$ cat src/rtl/uart_pkg.sv
// Types and helpers shared by the UART transmitter and the future receiver.
package uart_pkg;

  typedef enum logic [2:0] {
    IDLE   = 3'd0,
    START  = 3'd1,
    DATA   = 3'd2,
    PARITY = 3'd3,
    STOP   = 3'd4
  } tx_state_t;

  // 100 MHz / 115200 baud
  localparam int DEFAULT_CLKS_PER_BIT = 868;

  // Total clk cycles for one frame: start + data + optional parity + stop bits.
  function automatic int frame_cycles(input int data_bits, input int parity_en,
                                      input int stop_bits,
                                      input int clks_per_bit = DEFAULT_CLKS_PER_BIT);
    return (1 + data_bits + parity_en + stop_bits) * clks_per_bit;
  endfunction

endpackage

$ cat src/rtl/uart_baud_gen.sv
// Bit-time counter: counts 0..CLKS_PER_BIT-1, ticks on the terminal count and wraps.
// pre_tick marks the cycle before the terminal count so callers can register
// outputs that must line up with the last cycle of a bit.
module uart_baud_gen
  import uart_pkg::*;
#(
  parameter int CLKS_PER_BIT = DEFAULT_CLKS_PER_BIT
) (
  input  logic clk,
  input  logic reset,
  input  logic clear,
  output logic tick,
  output logic pre_tick
);

  localparam int CW = $clog2(CLKS_PER_BIT);
  localparam logic [CW-1:0] TC_VAL  = CW'(CLKS_PER_BIT - 1);
  localparam logic [CW-1:0] PRE_VAL = CW'(CLKS_PER_BIT - 2);

  logic [CW-1:0] count;

  assign tick     = (count == TC_VAL);
  assign pre_tick = (count == PRE_VAL);

  // Free-running bit-time counter; clear realigns it to a new frame.
  always_ff @(posedge clk) begin
    if (reset || clear || tick) begin
      count <= '0;
    end else begin
      count <= count + CW'(1);
    end
  end

endmodule

$ cat src/rtl/uart_tx.sv
// UART transmitter: pops a word from the upstream FIFO when idle and enabled,
// then shifts it out LSB-first with optional parity and 1 or 2 stop bits.
//
// state  | meaning
// -------+-----------------------------------------------------------
// IDLE   | line high; pops the FIFO head when tx_en and fifo_valid
// START  | start bit, line low for one bit time
// DATA   | data bits LSB-first from the shift register
// PARITY | parity bit latched at capture time
// STOP   | line high for STOP_BITS bit times; frame_done on last cycle
module uart_tx
  import uart_pkg::*;
#(
  parameter int DATA_BITS    = 8,
  parameter int CLKS_PER_BIT = DEFAULT_CLKS_PER_BIT,
  parameter int STOP_BITS    = 1,
  parameter int PARITY_EN    = 0,
  parameter int PARITY_ODD   = 0
) (
  input  logic                 clk,
  input  logic                 reset,
  input  logic                 tx_en,
  input  logic [DATA_BITS-1:0] fifo_data,
  input  logic                 fifo_valid,
  output logic                 fifo_pop,
  output logic                 tx,
  output logic                 busy,
  output logic                 frame_done
);

  localparam int BCW = $clog2(DATA_BITS + 1);
  localparam logic [BCW-1:0] LAST_DATA = BCW'(DATA_BITS - 1);
  localparam logic [BCW-1:0] LAST_STOP = BCW'(STOP_BITS - 1);

  tx_state_t            state_q, state_nxt;
  logic [DATA_BITS-1:0] shift_q, shift_nxt;
  logic [BCW-1:0]       bit_cnt_q, bit_cnt_nxt;
  logic                 par_q, par_nxt;
  logic                 tx_nxt, busy_nxt, done_nxt;
  logic                 bit_tick, bit_pre_tick;

  assign fifo_pop = (state_q == IDLE) && tx_en && fifo_valid && !reset;

  // Restarting the baud counter on the pop makes the start bit exactly one bit time.
  uart_baud_gen #(
    .CLKS_PER_BIT(CLKS_PER_BIT)
  ) u_baud (
    .clk     (clk),
    .reset   (reset),
    .clear   (fifo_pop),
    .tick    (bit_tick),
    .pre_tick(bit_pre_tick)
  );

  // Next-state, shift and bit-count logic; outputs derive from the next state
  // so the pin is driven straight from a flop.
  always_comb begin
    state_nxt   = state_q;
    shift_nxt   = shift_q;
    bit_cnt_nxt = bit_cnt_q;
    par_nxt     = par_q;
    case (state_q)
      IDLE: begin
        if (fifo_pop) begin
          state_nxt = START;
          shift_nxt = fifo_data;
          par_nxt   = (^fifo_data) ^ (PARITY_ODD != 0);
        end
      end
      START: begin
        if (bit_tick) state_nxt = DATA;
      end
      DATA: begin
        if (bit_tick) begin
          shift_nxt = shift_q >> 1;
          if (bit_cnt_q == LAST_DATA) begin
            state_nxt = (PARITY_EN != 0) ? PARITY : STOP;
          end else begin
            bit_cnt_nxt = bit_cnt_q + BCW'(1);
          end
        end
      end
      PARITY: begin
        if (bit_tick) state_nxt = STOP;
      end
      STOP: begin
        if (bit_tick) begin
          if (bit_cnt_q == LAST_STOP) begin
            state_nxt = IDLE;
          end else begin
            bit_cnt_nxt = bit_cnt_q + BCW'(1);
          end
        end
      end
      default: state_nxt = IDLE;
    endcase

    if (state_nxt != state_q) bit_cnt_nxt = '0;

    case (state_nxt)
      START:   tx_nxt = 1'b0;
      DATA:    tx_nxt = shift_nxt[0];
      PARITY:  tx_nxt = par_q;
      default: tx_nxt = 1'b1;
    endcase

    busy_nxt = (state_nxt != IDLE);
    done_nxt = (state_q == STOP) && (bit_cnt_q == LAST_STOP) && bit_pre_tick;
  end

  // State and registered pin outputs; reset abandons any frame in flight.
  always_ff @(posedge clk) begin
    if (reset) begin
      state_q    <= IDLE;
      shift_q    <= '0;
      bit_cnt_q  <= '0;
      par_q      <= 1'b0;
      tx         <= 1'b1;
      busy       <= 1'b0;
      frame_done <= 1'b0;
    end else begin
      state_q    <= state_nxt;
      shift_q    <= shift_nxt;
      bit_cnt_q  <= bit_cnt_nxt;
      par_q      <= par_nxt;
      tx         <= tx_nxt;
      busy       <= busy_nxt;
      frame_done <= done_nxt;
    end
  end

endmodule

$ cat config.mk
export PLATFORM = sky130hd
export DESIGN_NAME = uart_tx
export DESIGN_NICKNAME = d
export VERILOG_FILES = /design/src/rtl/uart_pkg.sv /design/src/rtl/uart_baud_gen.sv /design/src/rtl/uart_tx.sv
export SDC_FILE = /design/constraint.sdc
export NUM_CORES = 1
export LEC_CHECK = 0
export CAP_MARGIN = 20
export CORE_ASPECT_RATIO = 0.9
export CORE_MARGIN = 10
export CORE_UTILIZATION = 57
export DETAILED_ROUTE_END_ITERATION = 10
export PLACE_DENSITY = 0.86
export SKIP_CTS_REPAIR_TIMING = 1
export SYNTH_ARGS = -nofsm -noshare
export SYNTH_HDL_FRONTEND = slang
export SYNTH_SLANG_ARGS = --single-unit
export TNS_END_PERCENT = 10
$ cat constraint.sdc
create_clock -name clk -period 3.5 [get_ports clk]
set_clock_uncertainty 0.2 [all_clocks]
set_input_delay 0.7 -clock clk [delete_from_list [all_inputs] [get_ports clk]]
set_output_delay 0.7 -clock clk [all_outputs]
set_load 0.02 [all_outputs]
==> results of run 1 <==
==> kinds of logic after synthesis <==
group	after synthesis
DFF	29
muxes	2
adders and majority gates	4
xor gates and xnor gates	17
AOI/OAI and AO/OA	30
buffers and inverters	13
and+or+nand+nor	69
==> cell usage after synthesis (3+ instances only) <==
cell type  count  area, sq um
clkbuf_1       3         11.3
dfxtp_1       29          581
nor3_1         6         30.0
ha_1           4         50.1
nand3_1        7         35.0
nor2_1        21         78.8
nand2_1       11         41.3
a21oi_1       10         50.1
xor2_1         3         26.3
a22oi_1        8         60.1
xnor2_1       14          123
inv_1          8         30.0
==> per-layer routing <==
layer | share of wire | wire length (microns)
met1 | 0.41 | 1260
met2 | 0.49 | 1500
met3 | 0.069 | 211
met4 | 0.034 | 106
met5 | 0 | 0
==> power by group through the flow <==
stage	logic, mW	clock network, mW	registers (mW)
2_1_floorplan	0.0426	0	0.356
4_1_cts	0.0748	0.198	0.349
3_5_place_dp	0.0746	0	0.357
6_report	0.0748	0.192	0.349
5_1_grt	0.0812	0.217	0.351
3_3_place_gp	0.0705	0	0.356
==> flip-flops by register name, summed over array words and instances, names as in the netlist <==
name	cells
u_baud.count	10
shift_q	8
bit_cnt_q	4
state_q	3
busy	1
frame_done	1
par_q	1
tx	1
==> worst min path at each step <==
| stage | from | end | slack, ns | cells past startpoint |
|---|---|---|---|---|
| global route | shift_q[6] | shift_q[6] | 0.30 | 2 |
| detailed placement | shift_q[2] | shift_q[2] | 0.25 | 2 |
| global placement | shift_q[0] | shift_q[0] | 0.24 | 2 |
| finish | shift_q[2] | shift_q[2] | 0.27 | 2 |
| CTS | shift_q[2] | shift_q[2] | 0.26 | 2 |
| floorplan | shift_q[0] | shift_q[0] | 0.23 | 2 |
==> layout by cell type (no fill, tap or decap), types with 3 or more instances in the layout <==
master and count:
xnor2_1 14, inv_1 8, nand2_1 11, clkdlybuf4s50_1 15, ha_1 4, dfxtp_1 29
nand3_1 7, clkbuf_4 5, nor3_1 6, buf_4 4, a22oi_1 8, a21oi_1 10
nor2_1 21, xor2_1 3
==> critical path, cell delays in order <==
cell             delay (ns)
clkdlybuf4s50_1        0.46
nand4bb_1              0.12
nor3_1                 0.20
clkdlybuf4s50_1        0.65
==> final cells by class <==
class / count / area (sq um) / share of cell area
Clock buffer: 6 / 41.3 / 0.0244
Sequential cell: 29 / 581 / 0.344
Clock inverter: 2 / 10.0 / 0.00593
Timing Repair Buffer: 19 / 180 / 0.107
Multi-Input combinational cell: 122 / 812 / 0.481
Inverter: 8 / 30.0 / 0.0178
Tap cell: 28 / 35.0 / 0.0207
==> metrics by stage <==
step           setup slack (ns)  hold WS [ns]   util  cell area [sq um]
2_1_floorplan              1.04         0.227      -               1460
3_3_place_gp              0.470         0.238  0.670               1640
3_5_place_dp              0.457         0.249  0.670               1640
4_1_cts                   0.447         0.264  0.691               1690
5_1_grt                   0.319         0.301  0.691               1690
6_report                  0.462         0.269  0.691               1690
==> results.yml, run 1 <==
clock_tree:
  root_buffer: "clkbuf_4"
  htreeDepth: 2
  clkSlewWorstSetupHoldPaths_ns: 0.08
  cts_buffers: 5
  insertion_delay_ns: 0.34
  cts_tree: "yes"
  cts_sinks: 29
  clockBufferDepth: 2
cells_and_area:
  n_antenna_cell: 0
  area_delta_synth_final_pct: 15.6
  fin_cells: 214
  fillCellCount: 191
  final_layout_size_suffix_gt1_frac: 0.134
  layout.nets: 201
synthesis:
  synthFlopType: "dfxtp_1"
  postSynthCellCount: 164
  seq_area_frac_synth: 0.397
  synth_cell_types: 42
  synth-edff-count: 0
  synth_xor_area_frac: 0.102
  synthArstFlopShare: 0
  synth_top_family_by_area: "simple AND/OR/NAND/NOR gates"
  synthSimpleGateAreaFrac: 0.267
  yosys_warnings: 0
  synth_fa_ha_area_frac: 0.0342
  synth_mux_area_frac: 0.0137
  avgSynthCellArea_sq_um: 8.91
  synth_compound_area_frac: 0.139
  yosys_register_bits: 29
  netlist_area_sq_um: 1460
  synthesis.nets: 180
setup_path:
  regToRegEndpoint: "bit_cnt_q[1]"
  startpoint: "fifo_valid"
  cp_max_fo: 2
  crit_path_start_kind: "primary input"
  rrSetupSlack_ns: 1.08
  rr_startpoint: "u_baud.count[3]"
  worstSetupEndpoint: "fifo_pop"
  ff2ff_path_depth: 5
  required_ns: 2.60
  worstSetupPathType: "primary input to output port"
  critPathArrivalTime_ns: 2.14
  end_kind: "output port"
global_route:
  grtUsageMet3: 0.0621
  grt_overflow: 0
  grt_max_degree: 16
  grt_use_total: 0.131
  met1_usage: 0.139
  grt_pass1_vias: 1244
  use_met2: 0.207
  top_usage_layer: "met2"
  grt_pass1_wl_mm: 5.11
  antenna_found_initial: 0
die:
  num_io_pins: 16
  chipWidth_microns: 73.4
  die_h_microns: 68.0
  coreArea_sq_um: 2450
  std_cell_rows: 17
  dieArea_sq_um: 4990
  start_util: 0.597
power:
  p_leak_nw: 0.590
  irDropWorstVdd_v: 0.000373
  intPower_uw: 456
  cellPowerDensity_nw_per_um2: 365
  comb_power_share: 0.121
  p_total_uw: 616
  sw_frac_of_total: 0.260
  p_switching_uw: 160
  clkPwrFrac: 0.312
  pwr-share-seq: 0.567
timing:
  finalCritPeriodShare: 0.868
  worst_slew_pin_slew_ns: 0.576
  final.min_clock_period_ns: 3.04
  setup_viol: 0
  setup_tns_ns: 0
  finalMaxSlewViolations: 0
  rsz0062_at_grt: "false"
  fmax_ghz: 0.329
  relSlewSlack: 0.613
  hold_violations: 0
placed_design:
  dpl.hpwl_mm: 2.40
  portBuffers: 15
  dp_cells: 206
  gp_congestion: 0.807
drt:
  drc: 0
  ant_nets: 0
  vias: 1228
  vias_per_cell: 5.74
  drt_iter0_drc: 96
  detail_route.wl_per_cell_microns: 14.4
  drtPass1Iterations: 5
  routed_wl_mm: 3.08
run_status:
  status: "completed"
flow_run:
  maxCapViolCount: 0
min_path:
  hold_class: "flip-flop to flip-flop"
Power figures use the tool's default switching activity.
==> run 2, diff against run 1 <==
--- a/config.mk
+++ b/config.mk
@@ -11,6 +11,7 @@
 export CORE_UTILIZATION = 57
 export DETAILED_ROUTE_END_ITERATION = 10
 export PLACE_DENSITY = 0.86
+export REMOVE_ABC_BUFFERS = 1
 export SKIP_CTS_REPAIR_TIMING = 1
 export SYNTH_ARGS = -nofsm -noshare
 export SYNTH_HDL_FRONTEND = slang
==> run 2 against run 1 <==
Clock-buffer cell count grew 1. Final cell count is 0.47% lower. Global-route usage decreased by 0.082 points. Cell area up 0.22%. Fmax decreased by 0.69%. Sequential share of layout area down 0.076 points. Setup slack worse by 0.021 ns. Largest cell class unchanged.
==> results.yml, run 2 (synthesis gave the netlist of run 1 again) <==
setup_path:
  end_kind: "output port"
  critPathArrivalTime_ns: 2.16
  regToRegEndpoint: "bit_cnt_q[1]"
  worstSetupPathType: "primary input to output port"
  ff2ff_path_depth: 5
  cp_max_fo: 2
  rr_startpoint: "u_baud.count[3]"
  required_ns: 2.60
  crit_path_start_kind: "primary input"
  rrSetupSlack_ns: 1.09
min_path:
  hold_class: "flip-flop to flip-flop"
  min_from: "shift_q[3]"
  hold_path_end: "shift_q[3]"
  holdPathStages: 2
cells_and_area:
  area_delta_synth_final_pct: 15.8
  fin_cells: 213
  regMostFlops: "u_baud.count"
  fin_util: 0.692
  final_layout_size_suffix_gt1_frac: 0.130
  fillCellCount: 182
  final_common_cell: "dfxtp_1"
  largest_reg_flops: 10
  n_antenna_cell: 0
  layout.nets: 201
  layout_common_cells: "dfxtp_1, nor2_1, clkdlybuf4s50_1"
  largestRegisters: "u_baud.count x10, shift_q x8, bit_cnt_q x4"
die:
  std_cell_rows: 17
  start_util: 0.597
  num_io_pins: 16
  coreArea_sq_um: 2450
  dieArea_sq_um: 4990
  die_h_microns: 68.0
  chipWidth_microns: 73.4
placed_design:
  pre_cts_slack_ns: 0.434
  portBuffers: 15
  gp_congestion: 0.837
  dp_cells: 206
  dpl.hpwl_mm: 2.37
timing:
  finalMaxSlewViolations: 0
  fmax_ghz: 0.327
  worst_slew_pin_slew_ns: 0.562
  hold_violations: 0
  relSlewSlack: 0.623
  finalCritPeriodShare: 0.874
  fin_ws_ns: 0.441
  setup_tns_ns: 0
  final.min_clock_period_ns: 3.06
  setup_viol: 0
  rsz0062_at_grt: "false"
power:
  p_leak_nw: 0.589
  irDropWorstVdd_v: 0.000328
  p_switching_uw: 149
  sw_frac_of_total: 0.240
  clkPwrFrac: 0.322
  cellPowerDensity_nw_per_um2: 368
  comb_power_share: 0.118
  pwr-share-seq: 0.560
  intPower_uw: 474
flow_run:
  maxCapViolCount: 0
clock_tree:
  clkSlewWorstSetupHoldPaths_ns: 0.08
  htreeDepth: 2
  cts_sinks: 29
  cts_tree: "yes"
  cts_buffers: 5
  clockBufferDepth: 2
  root_buffer: "clkbuf_4"
  insertion_delay_ns: 0.32
global_route:
  grt_use_total: 0.131
  grt_pass1_wl_mm: 5.25
  antenna_found_initial: 0
  grt_pass1_vias: 1239
  grt_overflow: 0
  grt_max_degree: 16
drt:
  drt_iter0_drc: 102
  drc: 0
  vias_per_cell: 5.88
  routed_wl_mm: 3.12
  drtPass1Iterations: 4
  vias: 1253
  detail_route.wl_per_cell_microns: 14.7
  ant_nets: 0
run_status:
  status: "completed"
==> run 2: changes by cell type in the layout (fill, tap and decap cells not counted) <==
cell,change
clkinv_2,-2
clkbuf_8,+1
==> run 2: per-layer routing <==
| metal | global-route usage | up-vias | routed length [microns] |
|---|---|---|---|
| li1 | - | 618 | - |
| met1 | 0.139 | 584 | 1250 |
| met2 | 0.224 | 40 | 1610 |
| met3 | 0.0419 | 11 | 190 |
| met4 | 0.0767 | 0 | 68 |
| met5 | 0 | - | 0 |
==> run 2: power groups by stage <==
stage | Sequential, mW | Combinational, mW | Clock, mW
after floorplan | 0.356 | 0.0405 | 0
after global placement | 0.356 | 0.0707 | 0
after detailed placement | 0.357 | 0.0734 | 0
after CTS | 0.349 | 0.0737 | 0.205
after global routing | 0.350 | 0.0805 | 0.221
final | 0.349 | 0.0737 | 0.201
==> run 2: metrics by stage <==
stage | power [mW] | area, sq um | hold WS [ns]
after floorplan | 0.397 | 1420 | 0.221
after CTS | 0.628 | 1690 | 0.254
after global placement | 0.426 | 1640 | 0.234
final | 0.624 | 1690 | 0.257
after global routing | 0.652 | 1690 | 0.285
after detailed placement | 0.430 | 1640 | 0.244
==> run 2: worst max path at each step <==
stage | from | to | cells past startpoint
3_5_place_dp | tx_en | fifo_pop | 4
2_1_floorplan | fifo_valid | shift_q[7] | 5
6_report | tx_en | fifo_pop | 4
3_3_place_gp | fifo_valid | fifo_pop | 4
5_1_grt | tx_en | fifo_pop | 4
4_1_cts | tx_en | fifo_pop | 4
==> run 2: area by class of cell <==
cell class                 count  area (sq um)  share of cell area
multi-input combinational    122           812               0.480
sequential                    29           581               0.343
timing repair buffer          19           180               0.106
clock buffer                   7          55.1              0.0325
tap                           28          35.0              0.0207
inverter                       8          30.0              0.0177
==> run 2: worst max-delay path, stage by stage <==
cell             delay (ns)
clkdlybuf4s50_1        0.47
nand4bb_1              0.13
nor3_1                 0.21
clkdlybuf4s50_1        0.65
==> run 3, diff against run 2 <==
--- a/config.mk
+++ b/config.mk
@@ -10,7 +10,9 @@
 export CORE_MARGIN = 10
 export CORE_UTILIZATION = 57
 export DETAILED_ROUTE_END_ITERATION = 10
-export PLACE_DENSITY = 0.86
+export DONT_BUFFER_PORTS = 1
+export GPL_TIMING_DRIVEN = 0
+export PLACE_DENSITY = 0.77
 export REMOVE_ABC_BUFFERS = 1
 export SKIP_CTS_REPAIR_TIMING = 1
 export SYNTH_ARGS = -nofsm -noshare
==> run 3 against run 2 <==
Die area unchanged. Largest cell class unchanged. Sequential cell count unchanged. Fmax up 26%. Critical endpoint is now bit_cnt_q[1]. Sequential share of layout area up 3.8 points.
==> results.yml, run 3 (synthesis gave the netlist of run 1 again) <==
placed_design:
  dpl.hpwl_mm: 2.13
  portBuffers: 0
  dpl_cell_area_sq_um: 1470
  gp_congestion: 0.774
  dp_cells: 189
  pre_cts_slack_ns: 1.06
timing:
  finalCritPeriodShare: 0.693
  setup_tns_ns: 0
  relSlewSlack: 0.538
  hold_violations: 0
  finalMaxSlewViolations: 0
  rsz0062_at_grt: "false"
  fmax_ghz: 0.412
  hold_ws_ns: 0.224
  final.min_clock_period_ns: 2.43
  setup_viol: 0
  fin_ws_ns: 1.07
  worst_slew_pin_slew_ns: 0.688
die:
  start_util: 0.597
  chipWidth_microns: 73.4
  die_h_microns: 68.0
  std_cell_rows: 17
  dieArea_sq_um: 4990
  coreArea_sq_um: 2450
  num_io_pins: 16
setup_path:
  ff2ff_path_depth: 5
  crit_path_start_kind: "flip-flop"
  regToRegEndpoint: "bit_cnt_q[1]"
  required_ns: 3.53
  path_cells: "or4b_4, or3_4, nor4_4, mux2i_1, nor2_1"
  rrSetupSlack_ns: 1.07
  worstSetupPathType: "flip-flop to flip-flop"
  rr_startpoint: "u_baud.count[3]"
  max_stage_delay_ns: 0.59
  cp_slowest_cell: "or4b_4"
  critPathArrivalTime_ns: 2.46
  startpoint: "u_baud.count[3]"
  end_kind: "flip-flop"
  cp_max_fo: 6
cells_and_area:
  layout.nets: 184
  fin_util: 0.624
  stdcell_area_sq_um: 1530
  area_delta_synth_final_pct: 4.37
  register_area_sq_um: 581
  final_common_cell: "dfxtp_1"
  fillCellCount: 211
  fin_cells: 196
  regMostFlops: "u_baud.count"
  largest_reg_flops: 10
  largestRegisters: "u_baud.count x10, shift_q x8, bit_cnt_q x4"
  multi_input_comb_area_sq_um: 812
  n_antenna_cell: 0
  layout_common_cells: "dfxtp_1, nor2_1, xnor2_1"
  final_layout_size_suffix_gt1_frac: 0.131
drt:
  vias_per_cell: 5.87
  routed_wl_mm: 2.81
  detail_route.wl_per_cell_microns: 14.3
  drt_iter0_drc: 110
  drc: 0
  ant_nets: 0
  vias: 1151
  drtPass1Iterations: 4
min_path:
  holdPathStages: 1
  hold_path_end: "state_q[1]"
  hold_class: "primary input to flip-flop"
  min_from: "reset"
clock_tree:
  cts_sinks: 29
  root_buffer: "clkbuf_4"
  clockBufferDepth: 2
  cts_buffers: 5
  clkSlewWorstSetupHoldPaths_ns: 0.09
  insertion_delay_ns: 0.33
  cts_tree: "yes"
  htreeDepth: 2
power:
  cellPowerDensity_nw_per_um2: 396
  p_total_uw: 604
  p_leak_nw: 0.521
  irDropWorstVdd_v: 0.000413
global_route:
  grt_use_total: 0.126
  grt_overflow: 0
  grt_max_degree: 17
  grt_pass1_wl_mm: 4.91
  grt_pass1_vias: 1124
  antenna_found_initial: 0
flow_run:
  maxCapViolCount: 0
run_status:
  status: "completed"
## run 3: area by class of cell
cell class | instances | share of cell area
Tap cell | 28 | 0.0230
Clock buffer | 7 | 0.0361
Timing Repair Buffer | 2 | 0.00820
Multi-Input combinational cell | 122 | 0.532
Sequential cell | 29 | 0.381
Inverter | 8 | 0.0197
## run 3: worst max-delay path by stage
| stage | end | slack [ns] | cells after the start |
|---|---|---|---|
| after floorplan | shift_q[7] | 1.05 | 5 |
| after global placement | shift_q[7] | 0.71 | 5 |
| after detailed placement | bit_cnt_q[1] | 1.06 | 5 |
| after CTS | bit_cnt_q[1] | 1.04 | 5 |
| after global routing | tx | 0.88 | 5 |
| final | bit_cnt_q[1] | 1.07 | 5 |
## run 3: critical path: cells and delay by family, from the launching register on
kind | cells | cell delay (ns)
multiplexers | 1 | 0.25
AND/OR/NAND/NOR | 4 | 1.52
flip-flops | 1 | 0.36
## run 3: power by group
group | internal, mW | total, mW | switching [mW] | leakage [nW]
registers | 0.340 | 0.351 | 0.0103 | 0.236
logic | 0.0241 | 0.0484 | 0.0243 | 0.254
clock network | 0.0945 | 0.205 | 0.110 | 0.0314
total | 0.459 | 0.604 | 0.145 | 0.521
## run 3: metal layers
| layer | vias up | part of all wire | global-route usage |
|---|---|---|---|
| met4 | 0 | 0.018 | 0.0628 |
| met5 | - | 0 | 0 |
| met1 | 545 | 0.42 | 0.135 |
| met3 | 4 | 0.060 | 0.0621 |
| li1 | 582 | - | - |
| met2 | 20 | 0.50 | 0.205 |
